--- src/rtl/dpi_array_responder.sv ---
// Hardware responder for an array-passing call: SUM consumes an input array, FILL emits one.
// Optional macro DPI_ARRAY_RESP_CLAMP_EN clamps n to N_MAX instead of flagging an oversized n.
module dpi_array_responder #(
   parameter int N_MAX = 4
) (
   input  logic        clk_i,
   input  logic        rst_ni,
   input  logic        req_valid_i,
   output logic        req_ready_o,
   input  logic [1:0]  req_func_i,
   input  logic [7:0]  req_n_i,
   input  logic        arg_valid_i,
   output logic        arg_ready_o,
   input  logic [31:0] arg_data_i,
   output logic        out_valid_o,
   input  logic        out_ready_i,
   output logic [31:0] out_data_o,
   output logic        out_last_o,
   output logic        rsp_valid_o,
   input  logic        rsp_ready_i,
   output logic [31:0] rsp_ret_o,
   output logic        busy_o,
   output logic [7:0]  calls_o
);

   typedef enum logic [2:0] {IDLE, ARGS, COMPUTE, OUT, RET} state_t;
   localparam logic [1:0] FN_FILL = 2'd0;
   localparam logic [1:0] FN_SUM  = 2'd1;
   localparam logic [7:0] N_MAX8  = 8'(N_MAX);
   localparam logic [7:0] N_LAST  = 8'(N_MAX - 1);

   state_t      state;
   logic [1:0]  func;
   logic [7:0]  n_eff;
   logic [7:0]  call_idx;
   logic [7:0]  idx;
   logic        ovf;
   logic [31:0] acc;

   logic [7:0]  req_n_eff;
   logic        req_ovf;
   logic [31:0] ret_val;

   // NOTE: every always_comb output gets a default first so no path can infer a latch.
   always_comb begin
      req_n_eff = req_n_i;
      req_ovf   = 1'b0;
      if (req_n_i > N_MAX8) begin
`ifdef DPI_ARRAY_RESP_CLAMP_EN
         req_n_eff = N_MAX8;
`else
         req_n_eff = 8'd0;
         req_ovf   = 1'b1;
`endif
      end
   end

   always_comb begin
      ret_val = 32'hFFFF_FFFF;
      if (!func[1] && !ovf) ret_val = (func == FN_SUM) ? acc : {24'd0, n_eff};
   end

   // Words past n_eff are padded with zero so the stream length is always N_MAX.
   function automatic logic [31:0] fill_word(input logic [7:0] i, input logic [7:0] n,
                                             input logic [7:0] cidx);
      return (i < n) ? {16'hF111, cidx, i} : 32'd0;
   endfunction

   // NOTE: sequential state uses non-blocking assignments only, so every flop samples pre-edge values.
   always_ff @(posedge clk_i or negedge rst_ni) begin
      if (!rst_ni) begin
         // NOTE: data registers are reset too, because the output values after reset are observable.
         state       <= IDLE;
         func        <= FN_FILL;
         n_eff       <= 8'd0;
         call_idx    <= 8'd0;
         idx         <= 8'd0;
         ovf         <= 1'b0;
         acc         <= 32'd0;
         req_ready_o <= 1'b1;
         arg_ready_o <= 1'b0;
         out_valid_o <= 1'b0;
         out_data_o  <= 32'd0;
         out_last_o  <= 1'b0;
         rsp_valid_o <= 1'b0;
         rsp_ret_o   <= 32'd0;
         busy_o      <= 1'b0;
         calls_o     <= 8'd0;
      end else begin
         case (state)
            IDLE: begin
               if (req_valid_i) begin
                  func        <= req_func_i;
                  n_eff       <= req_n_eff;
                  ovf         <= req_ovf;
                  call_idx    <= calls_o;
                  calls_o     <= calls_o + 8'd1;
                  acc         <= 32'd0;
                  idx         <= 8'd0;
                  req_ready_o <= 1'b0;
                  busy_o      <= 1'b1;
                  if (req_func_i == FN_SUM) begin
                     state       <= ARGS;
                     arg_ready_o <= 1'b1;
                  end else begin
                     state <= COMPUTE;
                  end
               end
            end
            ARGS: begin
               if (arg_valid_i) begin
                  if (idx < n_eff) acc <= acc + arg_data_i;
                  if (idx == N_LAST) begin
                     state       <= COMPUTE;
                     arg_ready_o <= 1'b0;
                  end else begin
                     idx <= idx + 8'd1;
                  end
               end
            end
            COMPUTE: begin
               if (func == FN_FILL) begin
                  state       <= OUT;
                  out_valid_o <= 1'b1;
                  out_data_o  <= fill_word(8'd0, n_eff, call_idx);
                  out_last_o  <= (N_LAST == 8'd0);
               end else begin
                  state       <= RET;
                  rsp_valid_o <= 1'b1;
                  rsp_ret_o   <= ret_val;
               end
            end
            OUT: begin
               if (out_ready_i) begin
                  if (idx == N_LAST) begin
                     state       <= RET;
                     out_valid_o <= 1'b0;
                     out_data_o  <= 32'd0;
                     out_last_o  <= 1'b0;
                     rsp_valid_o <= 1'b1;
                     rsp_ret_o   <= ret_val;
                  end else begin
                     idx        <= idx + 8'd1;
                     out_data_o <= fill_word(idx + 8'd1, n_eff, call_idx);
                     out_last_o <= ((idx + 8'd1) == N_LAST);
                  end
               end
            end
            RET: begin
               if (rsp_ready_i) begin
                  state       <= IDLE;
                  rsp_valid_o <= 1'b0;
                  rsp_ret_o   <= 32'd0;
                  req_ready_o <= 1'b1;
                  busy_o      <= 1'b0;
               end
            end
            default: state <= IDLE;
         endcase
      end
   end

endmodule
--- config.mk ---
export PLATFORM = sky130hd
export DESIGN_NAME = dpi_array_responder
export DESIGN_NICKNAME = d
export VERILOG_FILES = /design/src/rtl/dpi_array_responder.sv
export SDC_FILE = /design/constraint.sdc
export NUM_CORES = 1
export LEC_CHECK = 0
export CAP_MARGIN = 40
export CELL_PAD_IN_SITES_DETAIL_PLACEMENT = 0
export CELL_PAD_IN_SITES_GLOBAL_PLACEMENT = 1
export CORE_MARGIN = 1.5
export CORE_UTILIZATION = 44
export DETAILED_ROUTE_END_ITERATION = 10
export GPL_TIMING_DRIVEN = 0
export PLACE_DENSITY_LB_ADDON = 0.3
export SETUP_SLACK_MARGIN = 0.3
export SYNTH_ARGS = -nofsm -noshare
export SYNTH_HDL_FRONTEND = slang
export SYNTH_SLANG_ARGS = --single-unit
--- constraint.sdc ---
create_clock -name clk_i -period 7.4 [get_ports clk_i]
set_input_delay 1.11 -clock clk_i [delete_from_list [all_inputs] [get_ports clk_i]]
set_output_delay 1.11 -clock clk_i [all_outputs]
set_load 0.05 [all_outputs]
; ---- After elaboration in Yosys (flattened, before gate mapping)
; Cells that the tools add are included.
[totals]
regBits = 140
latchBits = 0
ram_bits = 0
rom_bits = 0
inputBits = 48
out_inout_bits = 78
elab_cells = 115
memories = 0
[classes]
add_sub_neg = 3
multipliers = 0
div = 0
magnitude_cmp = 4
eq_ne = 18
shift = 0
muxes = 55
n_bitwise = 0
reduce_logical = 19
[op_table]
columns = operator, count
row1 = 2-to-1 mux 32 bit, 14
row2 = one-hot mux 32 bit (2 select lines), 2
row3 = one-hot mux 32 bit (3 select lines), 1
row4 = 2-to-1 mux 8 bit, 5
row5 = adder 32 bit, 1
row6 = one-hot mux 8 bit (3 select lines), 1
row7 = 2-to-1 mux 3 bit, 7
row8 = "inequality test 2 bit, second input constant", 10
row9 = 2-to-1 mux 1 bit, 17
row10 = "adder 8 x 1 -> 8 bit, second input constant", 2
row11 = "== test 8 x 2 -> 1 bit, second input constant", 2
row12 = < comparator 8 bit, 2
row13 = one-hot mux 3 bit (5 select lines), 1
row14 = AND reduction 4 bit, 3
row15 = one-hot mux 1 bit (2 select lines), 5
row16 = AND reduction 5 bit, 2
row17 = "> comparator 8 x 3 -> 1 bit, second input constant", 1
row18 = "< comparator 1 x 8 -> 1 bit, first input constant", 1
row19 = "== test 3 x 2 -> 1 bit, second input constant", 2
row20 = AND reduction 3 bit, 2
row21 = AND reduction 6 bit, 1
row22 = nonzero test 2 bit, 3
row23 = nonzero test 3 bit, 2
row24 = "== test 2 x 1 -> 1 bit, second input constant", 2
row25 = other kinds (9), 10

; ---- Depth between registers and ports, before layout
; Gate-level depths: netlist of run 1.
[logic_depth]
word_depth = 6
depth_mapped = 13
mapped_depth_nobuf = 13

; ---- Least setup slack after synthesis of run 1
; OpenSTA, ideal clock, no wires.
[synth_path]
path_kind = input-to-reg
startpoint = input arg_data_i[0]
endpoint = register acc[30]
arrival_ps = 3369
path_slack_ps = 3910
path_stages = 12
n_path_buf = 0
cell_sequence = ha_1 inv_1 fa_1 and2b_1 o31a_2 o21ai_2 a2111oi_4 nor3_2 o31ai_2 a41oi_1 xnor2_1 a22o_1
[synth_between]
elab_chain_cells = 4
[synth_rtl]
columns = item, line
row1 = from (decl), 14  ; input logic [31:0] arg_data_i,
row2 = adder 32 bit, 112  ; if (idx < n_eff) acc <= acc + arg_data_i;
row3 = 2-to-1 mux 32 bit, 112
row4 = 2-to-1 mux 32 bit, 111  ; if (arg_valid_i) begin
row5 = one-hot mux 32 bit (2 select lines), 90  ; case (state)
row6 = to (signal assigned), 112
row7 = to (decl), 38  ; logic [31:0] acc;
; No other way between the ends. The select of a mux whose other input is x is not followed.
; A chain may end at the register's enable or synchronous reset.

; ---- Worst setup path after layout of run 1
; Ends and elaborated chain as after synthesis.

==> summary.md, run 1 <==
| Metric | Value |
|---|---|
| Status | completed |
| Place WS | 3.06 ns |
| Crit end category | register |
| 1st-iter DRT viols | 287 |
| DP Area | 8650 um^2 |
| Placed cell count | roughly 1100 |
| Post-synth top area share | 43.3% |
| Buffers on Ports | 116 |
| Worst Tran Pin Value | 0.798 ns |
| CTS Buf Count | 17 |
| CTS HTree Levels | 4 |
| IO Pins | 126 |
| Syn-to-layout area delta | 30.3% |
| Crit path cell chain | clkdlybuf4s50_1, ha_1, inv_1, fa_1, and2b_1, o31a_2, o21ai_2, a2111oi_4, nor3_2, o31ai_2, a41oi_1, xnor2_1, a22o_1 |
| Worst Hold Class | register to register |
| # hold bufs at CTS | 0 |
| Hold_ws | 0.471 ns |
| CP max stage delay | 0.51 ns |
| Wire per inst | 16.1 um |
| Final Cycle Share | 53.4% |
| Final TNS setup | 0 ns |
| Clk_lat worst skew | 0.43 ns |
| Post-Syn Area | 7160 um^2 |
| Peak supply drop | 0.236 mV |
| CTS tree | built |
| Crit Path Class | primary input to register |
| RSZ-0062 raised after global routing | no |
| Largest cells by area after synthesis | dfrtp_1 43%, ha_1 8.0%, nand2_1 7.4% |
| Post-synth EDFFs | 0 |
| Worst-case clock buffer depth | 2 |
| Total GRT Usage | 22.8% |
| Largest net degree at the start of global routing | 82 |
| Reg2reg path depth | 12 |
| CTS clk-pin slew, worst paths | 0.06 ns |
| Leakage | 4.31 nW |
| Commonest cells post-synth | 142 x nand2_1, 124 x dfrtp_1, 61 x a21oi_1, 50 x o21ai_1, 46 x ha_1 |
| FILL cells | 1484 |
| Critical Path AT | ~4.3 ns |
| Final wirelength | 18600 um |
| Die ar. | 17000 um^2 |
| Non-filler instance count after layout | 1155 |
| Total global routing overflow | 0 |
| Required @ worst endpoint | between 7 and 8 ns |
| Max-slew headroom | 45.4% |
| Tmin final | 3.95 ns |
| Fin area | roughly 9300 um^2 |
| Most used DFF post-synth | dfrtp_1 |
| First-pass GRT wire length | 30000 um |
| WHS Path Cells | 2 |
| Worst setup SP type | primary input |
| Fin. max-slew vios | 0 |
| Yosys reg bits | 125 |
| Syn_area_per_cell | around 9.2 um^2 |
| Slowest CP cell | clkdlybuf4s50_1 |
| Post-Syn Instances | 782 |
| Ys async rst share | between 90% and 100% |
| Post-route ant nets | 0 |
| Total power per unit cell area | 447 nW/um^2 |
| Drt drc | 0 |
| Most frequent cell after synthesis | nand2_1 |
| Die extent in y | around 130 um |
| Critical path peak fanout | 4 |
| Clock Tree Root | clkbuf_16 |
| Diodes inserted | 0 |
| Final-report setup violation count | 0 |
| Maximum clock frequency | 0.253 GHz |
| Fin worst setup slack | 3.45 ns |
| Register area share after synthesis | 43.7% |
| Via density | around 5.3 |
| Number of global-route vias before repair | 5864 |
| Initial antenna violation count | 0 |
| Post-cts resize count | 0 |
| Synth area leader | dfrtp_1 |
| Post-CTS Setup Bufs | 0 |
| Worst-case clock skew | approximately 0.016 ns |
| Nets@finish | 1021 |
| Post-Route Utilization | slightly below 60% |
| Detailed-route via count | 6125 |
| Num rows | 46 |
| First-pass iteration count of the detailed router | 4 |
| Endpoints failing hold | 0 |
| Layout cell share with drive strength beyond 1 | 7.24% |
| Design Power | 4.16 mW |
| Die Wd | around 130 um |
| Max cap viols | 0 |
| Yosys Warn Count | 0 |
| GP Congestion | about 0.9 |
| Initial Utilization | 45.1% |
| CTS sink cnt | 125 |
| Core area | 15900 um^2 |
| DPL Wire Length | 13900 um |
| Distinct cells, synth | 64 |
[area by class of cell]
cell class	count	area, um^2	share of cell area [%]
multi-input cells	591	3720	39.9
flip-flops and latches	125	3130	33.6
repair buffers	117	1190	12.8
clock buffers	18	439	4.71
well taps	216	270	2.90
plain buffers	51	251	2.70
clock inverters	14	239	2.56
inverters	23	86.3	0.926
[registers in the layout, summed over array words and instances (netlist names), 2 cells and up]
| register | count |
|---|---|
| idx | 8 |
| out_data_o | 17 |
| n_eff | 8 |
| rsp_ret_o | 32 |
| call_idx | 8 |
| state | 3 |
| calls_o | 8 |
| func | 2 |
| acc | 32 |
[cell usage in the layout, fill, tap and decap left out, drive strengths merged, types with 25 or more instances in the layout]
master and n:
dfrtp 124, ha 46, inv 25, o21ai 73
nand2 142, clkdlybuf4s50 115, a21oi 61, clkbuf 50
nor2 35
[worst max-delay path, delay by kind of cell]
kind                       cells  cell delay [ns]
AOI/OAI and AO/OA              6             1.47
xor gates and xnor gates       1             0.17
adders and majority gates      2             0.58
buffers and inverters          2             0.58
and+or+nand+nor                2             0.36
[layer usage]
metal,vias up,wire length (um),track usage [%]
li1,3069,-,-
met1,2890,8690,30.5
met2,141,8790,37.3
met3,25,815,4.64
met4,0,292,7.82
met5,-,0,0
[report_power, final]
group	internal, mW	total, mW	switching [mW]
Sequential	0.914	1.11	0.194
Clock	0.642	0.955	0.314
Combinational	0.737	2.10	1.37
[path summary, 6_finish.rpt]
check / start / end / slack (ns)
setup / recovery: arg_data_i[0] / acc[30] / 3.45
hold / removal: rsp_valid_o / rsp_valid_o / 0.47
setup reg to reg: acc[0] / acc[30] / 4.28
hold reg to reg: rsp_valid_o / rsp_valid_o / 0.47
max in group asynchronous: rst_ni / req_ready_o / 6.03
min in group asynchronous: rst_ni / out_data_o[4] / 0.61
[cell families (layout without fill, tap and decap cells)]
group           count (synthesis)  after routing  synth area share (%)
xor+xnor                       38             38                  4.65
compound gates                248            248                  23.0
simple gates                  248            248                  15.4
fa+ha+maj                      47             47                  8.32
buf+inv                        74            223                  4.72
mux                             1              1                 0.140
other cells                     1              9                0.0524
flops                         125            125                  43.7
Power figures use the tool's default switching activity.
==> inputs of run 2 (changes only) <==
- CORE_UTILIZATION: 44 -> 37
- clock period: 7.4 -> 3.3 ns (I/O delays scaled with it)
==> run 2 against run 1 <==
Effect of this change:
- combinational power grew 130%
- power grew 120%
- global-route usage shrank 3.3 points
- sequential power grew 120%
- routed wire length grew 1.9%
- clock skew shrank 0.0093 ns
- clock power grew 98%
- non-clock buffer count grew 6
- sequential share of layout area shrank 0.28 points
- critical path type unchanged
- critical endpoint unchanged
- largest power group unchanged
==> summary.md, run 2 (synthesis results as in run 1) <==
| Metric | Value |
|---|---|
| Met1 Wirelength | 9210 um (+6.0%) |
| FILL cells | 1805 (+22%) |
| Crit end category | register |
| Crit Path Class | primary input to register |
| Clock Tree Root | clkbuf_16 |
| Critical path peak fanout | 4 (unchanged) |
| 1st-iter DRT viols | 292 (+1.7%) |
| Uppermost layer routed | met4 |
| First-pass iteration count of the detailed router | 5 (+1) |
| Non-filler instance count after layout | 1204 (+4.2%) |
| CTS tree | built |
| Reg area | 3130 um^2 (about the same) |
| Layout cell share with drive strength beyond 1 | 8.90% (+1.7 points) |
| Max-slew headroom | 44.8% (-0.60 points) |
| Area taken by multi-input logic gates | 3780 um^2 (+1.7%) |
| Final Cycle Share | 90.8% |
| Nets@finish | 1027 (+0.59%) |
| Worst Tran Pin Value | 0.807 ns (+0.00871 ns) |
| Worst-case clock skew | 0.00629 ns (-0.00927 ns) |
| Fin. max-slew vios | 0 (unchanged) |
| Worst Hold Class | primary input to asynchronous set/reset pin |
| Total power per unit cell area | 972 nW/um^2 (+120%) |
| Tmin final | about 3.0 ns |
| Final-report setup violation count | 0 (unchanged) |
| Metal3 WL | 577 um (-29%) |
| Worst-case clock buffer depth | 2 (unchanged) |
| Commonest non-fill, non-tap cell in the layout | nand2_1 |
| CTS HTree Levels | 4 (unchanged) |
| Detailed-route via count | 6080 (-0.73%) |
| First-pass GRT wire length | 30700 um (+2.3%) |
| CTS clk-pin slew, worst paths | 0.05 ns (about the same) |
| Met2 WL | 8890 um (+1.1%) |
| Die Wd | 142 um (+8.8%) |
| Initial Utilization | 38.0% (-7.0 points) |
| Leakage | 4.31 nW (+0.11%) |
| CTS Buf Count | 17 (unchanged) |
| Die ar. | 20200 um^2 (+18%) |
| Wire per inst | 15.7 um (-2.3%) |
| Largest net degree at the start of global routing | 76 (-7.3%) |
| Num rows | 50 (+8.7%) |
| Status | completed |
| Buffers on Ports | 116 (unchanged) |
| Core area | 18800 um^2 (+19%) |
| Post-route ant nets | 0 (unchanged) |
| Top flop regs | acc x32, rsp_ret_o x32, out_data_o x17 |
| Diodes inserted | 0 (unchanged) |
| Total global routing overflow | 0 (unchanged) |
| DPL Wire Length | 14400 um (+4.1%) |
| Final TNS setup | 0 ns (unchanged) |
| RSZ-0062 raised after global routing | yes |
| Peak supply drop | 0.321 mV (+36%) |
| IO Pins | 126 (unchanged) |
| R2r setup slk | 0.32 ns (-3.96 ns) |
| Most frequent cells in the layout | 142 x nand2_1, 123 x dfrtp_1, 113 x clkdlybuf4s50_1 |
| Total GRT Usage | 19.5% (-3.3 points) |
| Required @ worst endpoint | 3.61 ns (-4.11 ns) |
| Hold_ws | 0.0157 ns (-0.455 ns) |
| GP Congestion | 0.884 (-1.5%) |
| Critical Path AT | 3.30 ns (-0.97 ns) |
| Syn-to-layout area delta | 31.4% |
| Max cap viols | 0 (unchanged) |
| Worst setup SP type | primary input |
| Final wirelength | 18900 um (+1.9%) |
| Design Power | 9.14 mW (+120%) |
| Via density | 5.05 (-4.8%) |
| Drt drc | 0 (unchanged) |
| Endpoints failing hold | 0 (unchanged) |
| Post-Route Utilization | 50.0% (-8.8 points) |
| Die extent in y | 142 um (+8.8%) |
| Placed cell count | 1167 (+3.9%) |
| Clk_lat worst skew | 0.42 ns (about the same) |
| Maximum clock frequency | 0.334 GHz |
| Initial antenna violation count | 0 (unchanged) |
| Number of global-route vias before repair | 5770 (-1.6%) |
| CTS sink cnt | 125 (unchanged) |
## run 2: cell types whose count changed in the layout (fill, tap and decap cells not counted), moves of 2 or more
cell | before | now
buf_4 | 15 | 21
bufinv_16 | 6 | 3
clkinv_2 | 3 | 6
clkdlybuf4s50_1 | 115 | 113
dlygate4sd2_1 | 0 | 2
inv_6 | 2 | 0
## run 2: stage by stage
step	worst slack, ns	cell area, um^2
after detailed placement	-0.501	8700
after global routing	0.241	9410
after CTS	0.322	9310
after global placement	-3.31	8670
after floorplan	0.425	7190
final	0.305	9410
## run 2: layout make-up
cell class,count,area share (%)
buffer,51,2.67
clock buffer,19,4.81
clock inverter,12,1.54
inverter,23,0.918
multi-input combinational,591,40.2
sequential,125,33.3
tap,260,3.46
timing repair buffer,123,13.1
## run 2: worst paths after layout
kind | from | end | cells past startpoint
setup / recovery | arg_data_i[0] | acc[30] | 13
hold / removal | rst_ni | out_data_o[3] | 1
setup reg to reg | acc[0] | acc[30] | 12
hold reg to reg | call_idx[4] | call_idx[4] | 2
max in group asynchronous | rst_ni | req_ready_o | 2
min in group clk_i | call_idx[4] | call_idx[4] | 2
## run 2: what timing repair did
item / in CTS / in global routing
resized for setup: 4 / 11
endpoints found under the setup margin: 5 / 15
hold buffers: 0 / 0
pin swaps: 4 / 11
setup buffers: 0 / 6
## run 2: power by group
group / switching, mW / leakage (nW) / internal, mW / total [mW]
Clock: 0.672 / 0.298 / 1.21 / 1.89
Sequential: 0.435 / 1.62 / 2.05 / 2.49
Combinational: 3.08 / 2.40 / 1.69 / 4.77
## run 2: critical path, stage by stage
cell and delay, ns:
dlygate4sd2_1 0.27, ha_2 0.24, inv_2 0.04, fa_2 0.32
and2b_1 0.23, o31a_2 0.20, o21ai_4 0.07, a2111oi_4 0.43
nor3_2 0.12, o31ai_4 0.37, a41oi_2 0.17, xnor2_1 0.16
a22o_1 0.18
## run 2: layer usage
metal / GRT usage (%) / vias to the layer above
met2: 31.0 / 131
met5: 0 / -
li1: - / 3075
met1: 27.2 / 2853
met4: 6.40 / 0
met3: 3.06 / 21
==> inputs of run 3 (changes only) <==
- GPL_TIMING_DRIVEN: 0 -> not set
==> run 3 against run 2 <==
Effect of this change:
- critical endpoint is now acc[28]
- clock power up 3%
- sequential share of layout area grew 0.29 points
- critical path type is now register to register
- power increased by 0.17%
==> summary.md, run 3 (synthesis results as in run 1) <==
| Metric | Value |
|---|---|
| Status | completed |
| 1st-iter DRT viols | 374 (+28%) |
| Peak supply drop | 0.512 mV (+59%) |
| Clock Tree Root | clkbuf_16 |
| Place WS | -0.346 ns (+0.154 ns) |
| Critical Path AT | 3.19 ns (-0.11 ns) |
| CP max stage delay | 0.39 ns (-0.04 ns) |
| Crit end category | register |
| Die ar. | 20200 um^2 (unchanged) |
| Commonest non-fill, non-tap cell in the layout | nand2_1 |
| CTS HTree Levels | 4 (unchanged) |
| Worst Hold Class | primary input to asynchronous set/reset pin |
| First-pass GRT wire length | 30300 um (-1.4%) |
| Top flop regs | acc x32, rsp_ret_o x32, out_data_o x17 |
| Num rows | 50 (unchanged) |
| Crit Path Class | register to register |
| Drt drc | 0 (unchanged) |
| Final-report setup violation count | 0 (unchanged) |
| Non-filler instance count after layout | 1180 (-2.0%) |
| CTS tree | built |
| Most frequent cells in the layout | 142 x nand2_1, 124 x dfrtp_1, 113 x clkdlybuf4s50_1 |
| Largest net degree at the start of global routing | 60 (-21%) |
| FILL cells | 1795 (-0.55%) |
| Diodes inserted | 0 (unchanged) |
| Layout cell share with drive strength beyond 1 | 9.24% (+0.34 points) |
| CTS Buf Count | 17 (unchanged) |
| Maximum clock frequency | 0.346 GHz (+3.5%) |
| CTS clk-pin slew, worst paths | 0.06 ns (about the same) |
| Leakage | 4.30 nW (-0.39%) |
| Detailed-route via count | 6000 (-1.3%) |
| Critical path peak fanout | 3 (-1) |
| Wire per inst | 15.7 um (-0.33%) |
| Endpoints failing hold | 0 (unchanged) |
| # hold bufs at CTS | 0 (unchanged) |
| Number of global-route vias before repair | 5790 (+0.35%) |
| Reg area | 3130 um^2 (about the same) |
| Buffers on Ports | 116 (unchanged) |
| Worst Tran Pin Value | 0.745 ns (-0.0615 ns) |
| Final Cycle Share | 87.7% (-3.1 points) |
| First-pass iteration count of the detailed router | 6 (+1) |
| Worst-case clock skew | 0.00925 ns (+0.00295 ns) |
| Syn-to-layout area delta | 30.3% |
| Post-Route Utilization | 49.5% (-0.45 points) |
| IO Pins | 126 (unchanged) |
| Total GRT Usage | 18.9% (-0.61 points) |
| CTS sink cnt | 125 (unchanged) |
| RSZ-0062 raised after global routing | no |
| Nets@finish | 1002 (-2.4%) |
| Fin worst setup slack | 0.407 ns (+0.102 ns) |
| Placed cell count | 1146 (-1.8%) |
| Total power per unit cell area | 982 nW/um^2 (+1.1%) |
| Clk_lat worst skew | 0.41 ns (about the same) |
| Final wirelength | 18500 um (-2.3%) |
| Total global routing overflow | 0 (unchanged) |
| Required @ worst endpoint | 3.60 ns (about the same) |
| Fin. max-slew vios | 0 (unchanged) |
| Crit path cell chain | ha_2, inv_1, fa_1, and2b_1, o31a_2, o21ai_2, a2111oi_4, nor3_2, or2_4, o311ai_4, xor2_1, a22o_1 |
| Area taken by multi-input logic gates | 3750 um^2 (-0.96%) |
| Slowest CP cell | a2111oi_4 |
| Worst-case clock buffer depth | 2 (unchanged) |
| Via density | 5.08 (+0.69%) |
| Max-slew headroom | 49.0% (+4.2 points) |
| Die extent in y | 142 um (unchanged) |
| GP Congestion | 0.838 (-5.2%) |
| Reg2reg path depth | 12 (unchanged) |
| Tmin final | 2.89 ns (-0.102 ns) |
| Design Power | 9.16 mW (+0.17%) |
| Post-route ant nets | 0 (unchanged) |
| Worst setup SP type | register |
| Core area | 18800 um^2 (unchanged) |
| DPL Wire Length | 13500 um (-6.4%) |
| Initial Utilization | 38.0% (unchanged) |
| Max cap viols | 0 (unchanged) |
| Die Wd | 142 um (unchanged) |
| Initial antenna violation count | 0 (unchanged) |
-- run 3: cell count changes in the layout (fill, tap and decap cells not counted), moves of 2 or more --
cell / delta
inv_6: +3
buf_2: -3
clkbuf_1: -32
buf_4: +12
clkinvlp_4: +2
clkinv_2: -3
-- run 3: metrics by stage --
step	cell area, um^2	hold WS, ns	setup TNS (ns)
after global placement	8660	0.460	-1.59
final	9320	0.0882	0
after global routing	9320	0.134	0
after detailed placement	8670	0.464	-1.87
after CTS	9300	0.110	0
after floorplan	7190	0.199	0
-- run 3: cell type report --
type	count	area share, %
Inverter	23	0.926
Timing Repair Buffer	149	15.2
Sequential cell	125	33.6
Tap cell	260	3.49
Clock buffer	19	4.86
Clock inverter	13	1.74
Multi-Input combinational cell	591	40.2
-- run 3: final timing paths --
| path | start | to | slack, ns |
|---|---|---|---|
| setup / recovery | acc[0] | acc[28] | 0.41 |
| hold / removal | rst_ni | out_data_o[3] | 0.09 |
| setup reg to reg | acc[0] | acc[28] | 0.41 |
| hold reg to reg | call_idx[6] | call_idx[6] | 0.47 |
| max in group asynchronous | rst_ni | req_ready_o | 2.45 |
| min in group clk_i | call_idx[6] | call_idx[6] | 0.47 |
-- run 3: what timing repair did --
item / 4_1_cts / 5_1_grt
pin swaps: 4 / 2
resized for setup: 3 / 3
setup endpoints to repair: 8 / 10
setup buffers: 1 / 1
-- run 3: where the power goes --
part / total, mW / leakage (nW) / internal (mW) / switching [mW]
registers: 2.49 / 1.62 / 2.05 / 0.446
clock network: 1.94 / 0.296 / 1.23 / 0.708
logic: 4.72 / 2.38 / 1.71 / 3.01
total: 9.16 / 4.30 / 4.99 / 4.16
-- run 3: routing by layer --
layer	wire length [um]	track usage (%)
met5	0	0
met4	130	4.61
met3	746	3.80
met2	8220	29.7
met1	9390	26.8
-- run 3: worst max-delay path, delay by kind of cell, from the launching register on --
kind | cells | cell delay, ns
and+or+nand+nor | 3 | 0.61
adders and majority gates | 2 | 0.57
xor gates and xnor gates | 1 | 0.09
DFF | 1 | 0.37
AOI/OAI and AO/OA | 5 | 1.09
buffers and inverters | 1 | 0.05
